[config.mk]
export PLATFORM = sky130hd
export DESIGN_NAME = mem_arbiter
export DESIGN_NICKNAME = d
export VERILOG_FILES = /design/src/rtl/cpu_types_pkg.sv /design/src/rtl/rr_pick.sv /design/src/rtl/mem_arbiter.sv
export SDC_FILE = /design/constraint.sdc
export NUM_CORES = 1
export LEC_CHECK = 0
export ABC_AREA = 1
export CAP_MARGIN = 20
export CORE_AREA = 8 8 152 154
export DETAILED_ROUTE_END_ITERATION = 8
export DIE_AREA = 0 0 160 162
export GPL_TIMING_DRIVEN = 0
export HOLD_SLACK_MARGIN = 0.1
export PLACE_DENSITY = 0.6
export SETUP_SLACK_MARGIN = 0.15
export SYNTH_ARGS = -nofsm -noshare
export SYNTH_HDL_FRONTEND = slang
export SYNTH_SLANG_ARGS = --single-unit
[constraint.sdc]
create_clock -name CLK -period 5.9 [get_ports CLK]
set_clock_uncertainty 0.2 [all_clocks]
set_input_delay 1.18 -clock CLK [delete_from_list [all_inputs] [get_ports CLK]]
set_output_delay 1.18 -clock CLK [all_outputs]
set_load 0.005 [all_outputs]
[src/rtl/cpu_types_pkg.sv]
// Shared types and defaults for the memory arbiter slice.
// Optional feature macro used by the arbiter files: MEM_ARB_DPRIO_EN.
package cpu_types_pkg;

  typedef logic [31:0] word_t;

  typedef enum logic {IDLE, ACCESS} arb_state_t;

  localparam int MEM_ARB_NREQ = 4;
  localparam int MEM_ARB_BLK  = 2;

  // Index width for a field that must address n entries, never narrower than one bit
  function automatic int idxWidth(input int n);
    return (n > 1) ? $clog2(n) : 1;
  endfunction

endpackage

[src/rtl/rr_pick.sv]
// Round-robin winner selection for the memory arbiter.
// With MEM_ARB_DPRIO_EN defined, requesters in prioMask_i beat all others;
// round-robin order still applies inside whichever group wins.
module rr_pick
  import cpu_types_pkg::*;
#(
  parameter  int N_REQ = MEM_ARB_NREQ,
  localparam int PTR_W = idxWidth(N_REQ)
) (
`ifdef MEM_ARB_DPRIO_EN
  input  logic [N_REQ-1:0] prioMask_i,
`endif
  input  logic [N_REQ-1:0] req_i,
  input  logic [PTR_W-1:0] ptr_i,
  output logic [N_REQ-1:0] winner_o,
  output logic [PTR_W-1:0] winIdx_o,
  output logic             anyReq_o
);

  logic [N_REQ-1:0] pool;
  logic             found;
  int               cand;

  // Narrow the candidate pool to the priority group whenever that group is asking
  always_comb begin
`ifdef MEM_ARB_DPRIO_EN
    pool = ((req_i & prioMask_i) != '0) ? (req_i & prioMask_i) : req_i;
`else
    pool = req_i;
`endif
  end

  // Scan upward from the pointer with wrap-around and keep the first requester found
  always_comb begin
    winner_o = '0;
    winIdx_o = '0;
    found    = 1'b0;
    cand     = 0;
    for (int i = 0; i < N_REQ; i++) begin
      cand = int'(ptr_i) + i;
      if (cand >= N_REQ) cand = cand - N_REQ;
      if (!found && pool[PTR_W'(cand)]) begin
        found                     = 1'b1;
        winner_o[PTR_W'(cand)]    = 1'b1;
        winIdx_o                  = PTR_W'(cand);
      end
    end
  end

  assign anyReq_o = |req_i;

endmodule

[src/rtl/mem_arbiter.sv]
// Shares the single RAM port among N_REQ cache requesters, one fixed-length
// burst of BLK_WORDS words at a time, granted in round-robin order.
// Optional feature macro: MEM_ARB_DPRIO_EN (dcache requests, odd indices, win over icache).
module mem_arbiter
  import cpu_types_pkg::*;
#(
  parameter  int N_REQ     = MEM_ARB_NREQ,
  parameter  int BLK_WORDS = MEM_ARB_BLK,
  localparam int IDX_W     = idxWidth(BLK_WORDS),
  localparam int PTR_W     = idxWidth(N_REQ)
) (
  input  logic                   CLK,
  input  logic                   RST,
  input  logic [N_REQ-1:0]       req,
  input  logic [N_REQ-1:0]       wen,
  input  logic [N_REQ-1:0][31:0] addr,
  input  logic [N_REQ-1:0][31:0] wdata,
  input  logic                   ram_ready,
  input  word_t                  ram_rdata,
  output logic [N_REQ-1:0]       gnt,
  output logic [IDX_W-1:0]       word_idx,
  output logic [N_REQ-1:0]       word_ack,
  output logic [N_REQ-1:0]       done,
  output word_t                  rdata,
  output word_t                  ramaddr,
  output logic                   ramren,
  output logic                   ramwen,
  output word_t                  ramstore
);

  arb_state_t       state_q, state_d;
  logic [N_REQ-1:0] gnt_q, gnt_d;
  logic [PTR_W-1:0] gIdx_q, gIdx_d;
  logic [IDX_W-1:0] cnt_q, cnt_d;
  logic [PTR_W-1:0] ptr_q, ptr_d;

  logic [N_REQ-1:0] winner;
  logic [PTR_W-1:0] winIdx;
  logic             anyReq;
  logic             lastWord;
  logic [PTR_W-1:0] nextPtr;
  logic             active;
  logic             unusedAddrLow;

  // Byte-offset bits of the burst addresses are ignored; the RAM is word addressed
  assign unusedAddrLow = ^addr;

  assign lastWord = (cnt_q == IDX_W'(BLK_WORDS - 1));
  assign nextPtr  = (gIdx_q == PTR_W'(N_REQ - 1)) ? '0 : gIdx_q + 1'b1;
  assign active   = (state_q == ACCESS);

`ifdef MEM_ARB_DPRIO_EN
  logic [N_REQ-1:0] dcacheMask;

  // Odd requester indices are the dcaches
  always_comb begin
    dcacheMask = '0;
    for (int i = 1; i < N_REQ; i += 2) dcacheMask[i] = 1'b1;
  end
`endif

  rr_pick #(.N_REQ(N_REQ)) picker (
`ifdef MEM_ARB_DPRIO_EN
    .prioMask_i (dcacheMask),
`endif
    .req_i      (req),
    .ptr_i      (ptr_q),
    .winner_o   (winner),
    .winIdx_o   (winIdx),
    .anyReq_o   (anyReq)
  );

  // State, grant, word counter and round-robin pointer registers
  always_ff @(posedge CLK) begin
    if (RST) begin
      state_q <= IDLE;
      gnt_q   <= '0;
      gIdx_q  <= '0;
      cnt_q   <= '0;
      ptr_q   <= '0;
    end else begin
      state_q <= state_d;
      gnt_q   <= gnt_d;
      gIdx_q  <= gIdx_d;
      cnt_q   <= cnt_d;
      ptr_q   <= ptr_d;
    end
  end

  // Grant on any request; leave ACCESS on the last word (advancing the pointer) or on abort
  always_comb begin
    state_d = state_q;
    gnt_d   = gnt_q;
    gIdx_d  = gIdx_q;
    cnt_d   = cnt_q;
    ptr_d   = ptr_q;
    case (state_q)
      IDLE: begin
        if (anyReq) begin
          state_d = ACCESS;
          gnt_d   = winner;
          gIdx_d  = winIdx;
          cnt_d   = '0;
        end
      end
      ACCESS: begin
        if (ram_ready && lastWord) begin
          state_d = IDLE;
          gnt_d   = '0;
          cnt_d   = '0;
          ptr_d   = nextPtr;
        end else if (!req[gIdx_q]) begin
          state_d = IDLE;
          gnt_d   = '0;
          cnt_d   = '0;
        end else if (ram_ready) begin
          cnt_d = cnt_q + 1'b1;
        end
      end
      default: state_d = IDLE;
    endcase
  end

  // RAM request signals and per-requester handshakes for the granted burst
  always_comb begin
    gnt      = gnt_q;
    word_idx = cnt_q;
    rdata    = ram_rdata;
    ramren   = active & ~wen[gIdx_q];
    ramwen   = active & wen[gIdx_q];
    ramaddr  = active ? {addr[gIdx_q][31:2] + 30'(cnt_q), 2'b00} : '0;
    ramstore = active ? wdata[gIdx_q] : '0;
    word_ack = ram_ready ? gnt_q : '0;
    done     = (ram_ready && lastWord) ? gnt_q : '0;
  end

endmodule

Yosys cells after proc, flatten, opt, wreduce, memory -nomap -nowiden:

Cells that the tools add are included.

* flip-flop bits (word level): 10
* bits in latches: 0
* bits in writable memories: 0
* memory bits (read-only): 0
* bits of input ports: 299
* memories: 0

* $add $sub $neg: 10
* multipliers: 0
* div/mod/pow operators: 0
* order comparisons: 13
* equality and inequality tests: 4
* shift-type cells: 0
* multiplexer cells: 61
* bitwise logic cells: 7
* reduce and logical (&&, ||, !) cells: 16

Operators with widths (number)
* $bmux 32 s2: 2
* $mux 32: 4
* $mux 4: 9
* $add 30x1->30: 1
* $mux 1: 24
* $mux 2: 9
* $lt 2x4->1 const B: 4
* $bmux 1 s2: 6
* $or 4x4->4: 3
* $ge 3x3->1 const B: 3
* $demux 1 s2: 4
* $ge 2x1->1 const B: 4
* $logic_and 1x1->1: 8
* $pmux 4 s2: 1
* $reduce_and 2->1: 4
* $sub 2x1->2 const B: 4
* $add 2x2->3 const B: 2
* $ne 4x4->1 const B: 1
* $pmux 1 s2: 2
* $reduce_or 4->1: 1
* $add 2x1->3 const B: 1
* $ge 2x3->1 const B: 1
* $logic_not 1->1: 3
* $lt 2x3->1 const B: 1
* 7 further kinds: 9

Logic depth before layout (Yosys ltp):

Gate-level depths: netlist of the first run.

* word-level depth: 17
* gate-level depth with buffers: 18
* mapped depth without buffers: 15

By module:

Synthesis of the first run repeated with hierarchy kept, for this count alone.

* cell total of the unflattened synthesis: 1047
* area, all modules: 4999.8 sq um

Modules (own cells, without submodules)
* mem_arbiter: instances 1, cells each 953, area an instance 4460.5 sq um, seq. area each 200.2 sq um
* rr_pick: instances 1, cells each 94, area an instance 539.3 sq um, seq. area each 0.0 sq um

Worst setup path before layout of the first run:

OpenSTA, ideal clock, no wires.

* path kind: in2out
* start point: input port addr[66] in the netlist's numbering
* end point: output port ramaddr[18]
* arrival: 2.661 ns
* data required time: 4.520 ns
* setup slack: 1.859 ns
* cell stages on the path: 12
* path through: o21ai_0 > o22ai_1 > ha_1 > ha_1 > inv_1 > nor2_1 > nand2_1 > nor2_4 > nand2_1 > o21ai_1 > nand2_1 > nor2_1

* cells in the longest elaborated chain, start to end: 4

Ends and longest elaborated chain
* from (decl): line mem_arbiter.sv:16 `input logic [N_REQ-1:0][31:0] addr,`
* $bmux 32 s2: line mem_arbiter.sv:131 `ramaddr = active ? {addr[gIdx_q][31:2] + 30'(cnt_q), 2'b00} : '0;`
* $mux 32 (implied by the code): line mem_arbiter.sv:131
* $add 30x1->30: line mem_arbiter.sv:131
* $mux 32: line mem_arbiter.sv:131
* to (decl): line mem_arbiter.sv:25 `output word_t ramaddr,`

No other way between the ends. The select of a mux whose other input is x is not followed.

Worst setup path after layout of the first run:

Same ends and word-level chain as after synthesis.

==> flow_summary.toml, run 1 <==
[flow_run]
max_cap_viol_count = 0

[detailed_routing]
routed_wire_length_per_instance_microns = 18.69
vias_per_instance = 4.658
drtAntennaViolNets = 0
drt_first_pass_iters = 5
routed_wirelength_mm = 32.21
dr.first_iter.drc_count = 573
routed-via-count = 8025
drt_drc_violations_left = 0

[synth]
synth_warnings = 0
dominantRegCellSynth = "dfxtp_1"
synth.ff_latch_count = 10
synth_top_cell_area_share = 0.3164
syn-instance-count = 1081
ys_types = 30
netlist_top_cells_area = "nand2_1 32%, nor2_1 18%, nand3_1 8.3%, o21ai_0 8.1%, buf_4 6.2%"
post_synth_instance_area_sq_um = 4947
postSynthAreaPerCell_sq_um = 4.577
synth_async_sr_flop_share = 0
post_synthesis_sequential_area_ratio = 0.04047
synth_area_leader_cell = "nand2_1"
synth_enable_flop_cells = 0

[cells_and_area]
layout.area.seq_sq_um = 200.2
layout.cell_area.non_filler_sq_um = 9035
layout.cells.most_common = "nand2_1"
antennaDiodeCount = 0
mostFrequentLayoutCells = "416 x nand2_1, 366 x clkdlybuf4s50_1, 237 x nor2_1"
area.growth.synth_to_final_pct = 82.63
final_nets = 1760
multi_input_comb_area_sq_um = 3946
drive_above_1_share = 0.06354
fill_cells = 2333

[cts]
root_buffer_master = "clkbuf_16"
cts_max_level = 1
worst_setup_hold_path_clk_slew_ns = 0.04
post-cts-setup-buffer-count = 0
cts_buffers = 3
numClockSinks = 10
clock_tree.buffer_depth = 2
clk_latency_ns = 0.23
tritoncts = "done"

[pwr]
seqPwrFrac = 0.070
irDropWorstVdd_v = 0.00009658
internal-power_mw = 0.5787
sw_frac_of_total = 0.4576
power.share.combinational = 0.820
post-layout-total-power_mw = 1.067
total_switching_power_mw = 0.4883
power_frac_clock = 0.109
power_density_nw_per_um2 = 118.1
power.leakage_nw = 4.138

[timing]
min_period_over_period = 0.9358
finalMaxSlewViolations = 0
finalHoldViolations = 0
clock.fmax_mhz = 181.1
finalSetupViolCount = 0
max_slew_margin = 0.4394
worst_pin_slew_ns = 0.8410
rsz_0062_raised_after_global_routing = "false"
totalNegativeSetupSlack_ns = 0
finalCriticalPeriod_ns = 5.521

[status]
run_status = "complete, no violations"

[placed_design]
hpwlAfterDp_mm = 27.59
place_area_sq_um = 8959
gp_routability_congestion = 0.9345
port_buffers = 366

[critical_path]
r2r_start = "ptr_q[0]"
end_kind = "output port"
critPathMaxFanout = 6
timing.critical_path.from = "addr[66]"
worstPathRequired_ns = 4.52
signal_arrival_time_at_the_worst_endpoint_ns = 4.14
path_class = "primary input to output port"
timing.critical_path.from_type = "primary input"

[floorplan]
die_area_sq_um = 25920
fp.dieH_microns = 162
design.portCount = 410
floorplan.rows = 53
die_width_microns = 160
start_util = 0.2391
placeableCoreArea_sq_um = 20690

[global_route]
global_route_wire_length_before_repair_mm = 47.23
first_global_vias = 7551
gr-total-overflow = 0
gr-usage-all-layers = 0.2306
grt_max_degree = 20
grt_antenna_before_repair = 2

[min_path]
worst_hold_check_path_type = "flip-flop to flip-flop"
holdCritStartpoint = "gnt[3]"
path summary, 6_finish.rpt:
check / to / slack [ns] / cells after the start
max: ramaddr[18] / 0.38 / 14
min: gnt[3] / 0.29 / 2
max reg2reg: gnt[0] / 3.41 / 10
min reg2reg: gnt[3] / 0.29 / 2
power groups by stage:
stage / registers, mW / logic [mW] / clock network (mW)
2_1_floorplan: 0.0755 / 0.412 / 0
3_3_place_gp: 0.0760 / 0.870 / 0
3_5_place_dp: 0.0762 / 0.873 / 0
4_1_cts: 0.0752 / 0.876 / 0.119
5_1_grt: 0.0757 / 0.957 / 0.121
6_report: 0.0750 / 0.875 / 0.117
worst max-delay path, stage by stage:
cell and delay, ns:
clkdlybuf4s50_1 0.44, o21ai_0 0.08, o22ai_2 0.24, ha_2 0.30
ha_1 0.27, inv_1 0.10, nor2_1 0.21, nand2_2 0.16
nor2_4 0.21, nand2_1 0.11, o21ai_1 0.13, nand2_1 0.06
nor2_1 0.09, clkdlybuf4s50_1 0.55
cells by family after synthesis:
group,Yosys count,share of synthesized area
simple gates,757,0.6065
buf+inv,153,0.1649
compound gates,145,0.1525
fa+ha+maj,11,0.02782
flops,10,0.04046
xor+xnor,4,0.007081
other cells,1,0.0007580
stage by stage:
stage,hold slack (ns),setup WS (ns),instances,utilization
6_report,0.2854,0.3788,1723,0.4367
5_1_grt,0.3212,0.1698,1723,0.4367
3_5_place_dp,0.2836,0.05195,1723,0.4330
3_3_place_gp,0.2804,0.07594,1723,0.4330
2_1_floorplan,0.2705,1.859,1082,-
4_1_cts,0.2914,0.2002,1724,0.4367
state kept, by name, indices dropped and copies added (netlist names):
| register | cells |
|---|---|
| gnt | 4 |
| word_idx | 1 |
| gIdx_q | 2 |
| active | 1 |
| ptr_q | 2 |
cell type report:
cell class | instances | area share
Buffer | 87 | 0.06273
Clock buffer | 3 | 0.008309
Inverter | 63 | 0.02645
Multi-Input combinational cell | 919 | 0.4368
Sequential cell | 10 | 0.02216
Tap cell | 275 | 0.03808
Timing Repair Buffer | 366 | 0.4055
cell usage after synthesis (2+ instances only):
master	instances
buf_2	20
nand2_1	417
o21ai_0	80
nand3_1	82
dfxtp_1	10
a31oi_1	2
a211oi_1	2
nor2_2	9
a21boi_0	3
o21ai_1	2
clkbuf_1	16
nand2_2	3
nor2_1	237
a32oi_1	2
inv_1	58
xor2_1	4
buf_6	8
o211ai_1	2
buf_4	41
inv_2	4
a21oi_1	51
ha_1	11
nand4_1	6
buf_1	5
metal layers:
layer / vias to the layer above / global-route usage / share of wire
met5: - / 0 / 0.00084
met4: 4 / 0.02251 / 0.010
met3: 24 / 0.04201 / 0.069
met2: 326 / 0.4018 / 0.48
met1: 3567 / 0.3001 / 0.44
li1: 4104 / - / -
timing repair:
| item | 4_1_cts | 5_1_grt |
|---|---|---|
| gates resized for setup | 2 | 2 |
| hold buffers | 0 | 0 |
| setup endpoints to repair | 11 | 9 |
Power figures use the tool's default switching activity.
==> run 2, diff against run 1 <==
Settings changed: MAX_ROUTING_LAYER set to met4.
Clock period 5.9 ns to 7.15 ns, I/O delays scaled along.
==> flow_summary.toml, run 2 (synthesis gave the netlist of run 1 again) <==
[status]
run_status = "complete, no violations"

[global_route]
first_global_vias = 7677
grt_antenna_before_repair = 1
grt_max_degree = 12
global_route_wire_length_before_repair_mm = 47.75
gr-usage-all-layers = 0.2415
gr-total-overflow = 0

[placed_design]
gp_routability_congestion = 0.9574
port_buffers = 366
hpwlAfterDp_mm = 27.79

[cells_and_area]
area.growth.synth_to_final_pct = 82.93
layout.cells.most_common = "nand2_1"
mostFrequentLayoutCells = "417 x nand2_1, 366 x clkdlybuf4s50_1, 237 x nor2_1"
final_nets = 1763
multi_input_comb_area_sq_um = 3935
fill_cells = 2306
drive_above_1_share = 0.06267
largest_register_ff_count = 4
layout.area.seq_sq_um = 200.2

[pwr]
power.leakage_nw = 4.151
power_density_nw_per_um2 = 99.13
irDropWorstVdd_v = 0.0001053

[cts]
worst_setup_hold_path_clk_slew_ns = 0.04
tritoncts = "done"
clk_latency_ns = 0.23
clock_tree.buffer_depth = 2
root_buffer_master = "clkbuf_16"
numClockSinks = 10
cts_resized = 0
cts_buffers = 3
postCtsHoldBufs = 0
cts_max_level = 1
post-cts-setup-buffer-count = 0

[critical_path]
timing.reg2reg.worst_path_depth = 10
worstPathRequired_ns = 5.52
critical_path.cell_chain = "buf_2, inv_4, buf_2, buf_1, buf_2, o21ai_0, o22ai_1, ha_1, ha_1, inv_1, nor2_1, nand2_1, nor2_4, nand2_1, o21ai_1, nand2_1, nor2_1, clkdlybuf4s50_1"
crit_path_max_incr_delay_ns = 0.55
signal_arrival_time_at_the_worst_endpoint_ns = 4.84
critical_path.slowest_cell = "clkdlybuf4s50_1"
critPathMaxFanout = 10
crit-reg2reg-capture = "gnt[1]"
path_class = "flip-flop to output port"
reg2reg_setup_slack_ns = 4.60
end_kind = "output port"
r2r_start = "ptr_q[0]"
timing.critical_path.from_type = "flip-flop"

[flow_run]
max_cap_viol_count = 0

[floorplan]
die_area_sq_um = 25920
die_width_microns = 160
floorplan.rows = 53
fp.dieH_microns = 162
start_util = 0.2391
placeableCoreArea_sq_um = 20690
design.portCount = 410

[timing]
min_period_over_period = 0.9052
finalSetupViolCount = 0
hold-worst-slack_ns = 0.2885
finalHoldViolations = 0
rsz_0062_raised_after_global_routing = "false"
clock.fmax_mhz = 154.5
max_slew_margin = 0.4836
worst_pin_slew_ns = 0.7745
finalCriticalPeriod_ns = 6.472
totalNegativeSetupSlack_ns = 0
finalMaxSlewViolations = 0

[detailed_routing]
dr.first_iter.drc_count = 584
routed_wirelength_mm = 32.79
drt_drc_violations_left = 0
drt_first_pass_iters = 5
drtAntennaViolNets = 0
routed_wire_length_per_instance_microns = 18.97
routed-via-count = 8109
vias_per_instance = 4.693

[min_path]
cell_depth_of_the_worst_hold_path = 2
worst_hold_check_path_type = "flip-flop to flip-flop"
whs_endpoint = "gnt[3]"
holdCritStartpoint = "gnt[3]"
## run 2: layer usage
metal / wire length, microns / track usage / share of wire / vias to the layer above
li1: - / - / - / 4116
met1: 14570 / 0.3071 / 0.44 / 3640
met2: 15660 / 0.4091 / 0.48 / 332
met3: 2215 / 0.04151 / 0.068 / 21
met4: 334 / 0.02124 / 0.010 / 0
met5: 0 / - / 0 / -
## run 2: area by class of cell
class | instances | area share
plain buffers | 90 | 0.06374
well taps | 275 | 0.03802
diodes | 1 | 0.0002765
flip-flops and latches | 10 | 0.02212
inverters | 63 | 0.02641
clock buffers | 4 | 0.009816
repair buffers | 366 | 0.4048
multi-input cells | 919 | 0.4348
## run 2: metrics by stage
stage,setup WS (ns),util,std cells,instance area (sq um),power (mW)
detailed placement,0.8350,0.4330,1723,8959,0.7859
global route,0.3445,0.4374,1728,9050,0.9726
floorplan,2.609,-,1082,4951,0.4026
global placement,0.8156,0.4330,1723,8959,0.7849
CTS,0.6817,0.4373,1727,9047,0.9003
finish,0.6779,0.4374,1728,9050,0.8971
## run 2: power by group
| part | internal (mW) | switching (mW) | total, mW |
|---|---|---|---|
| registers | 0.0591 | 0.00276 | 0.0619 |
| clock network | 0.0840 | 0.0254 | 0.109 |
| logic | 0.346 | 0.380 | 0.726 |
## run 2: worst max-delay path by stage
stage	from	to	slack, ns	depth (start not counted)
after floorplan	addr[66]	ramaddr[18]	2.61	12
after global placement	addr[66]	ramaddr[18]	0.82	14
after detailed placement	addr[66]	ramaddr[18]	0.84	14
after CTS	gIdx_q[1]	ramaddr[18]	0.68	18
after global routing	gIdx_q[1]	ramaddr[18]	0.34	18
final	gIdx_q[1]	ramaddr[18]	0.68	18
## run 2: critical path: cells and delay by family, from the launching register on
kind,cells,cell delay [ns]
AO/OA/AOI/OAI,3,0.56
flip-flops,1,0.30
AND/OR/NAND/NOR,6,1.00
buffers and inverters,7,2.07
adder cells (fa/ha/maj),2,0.66
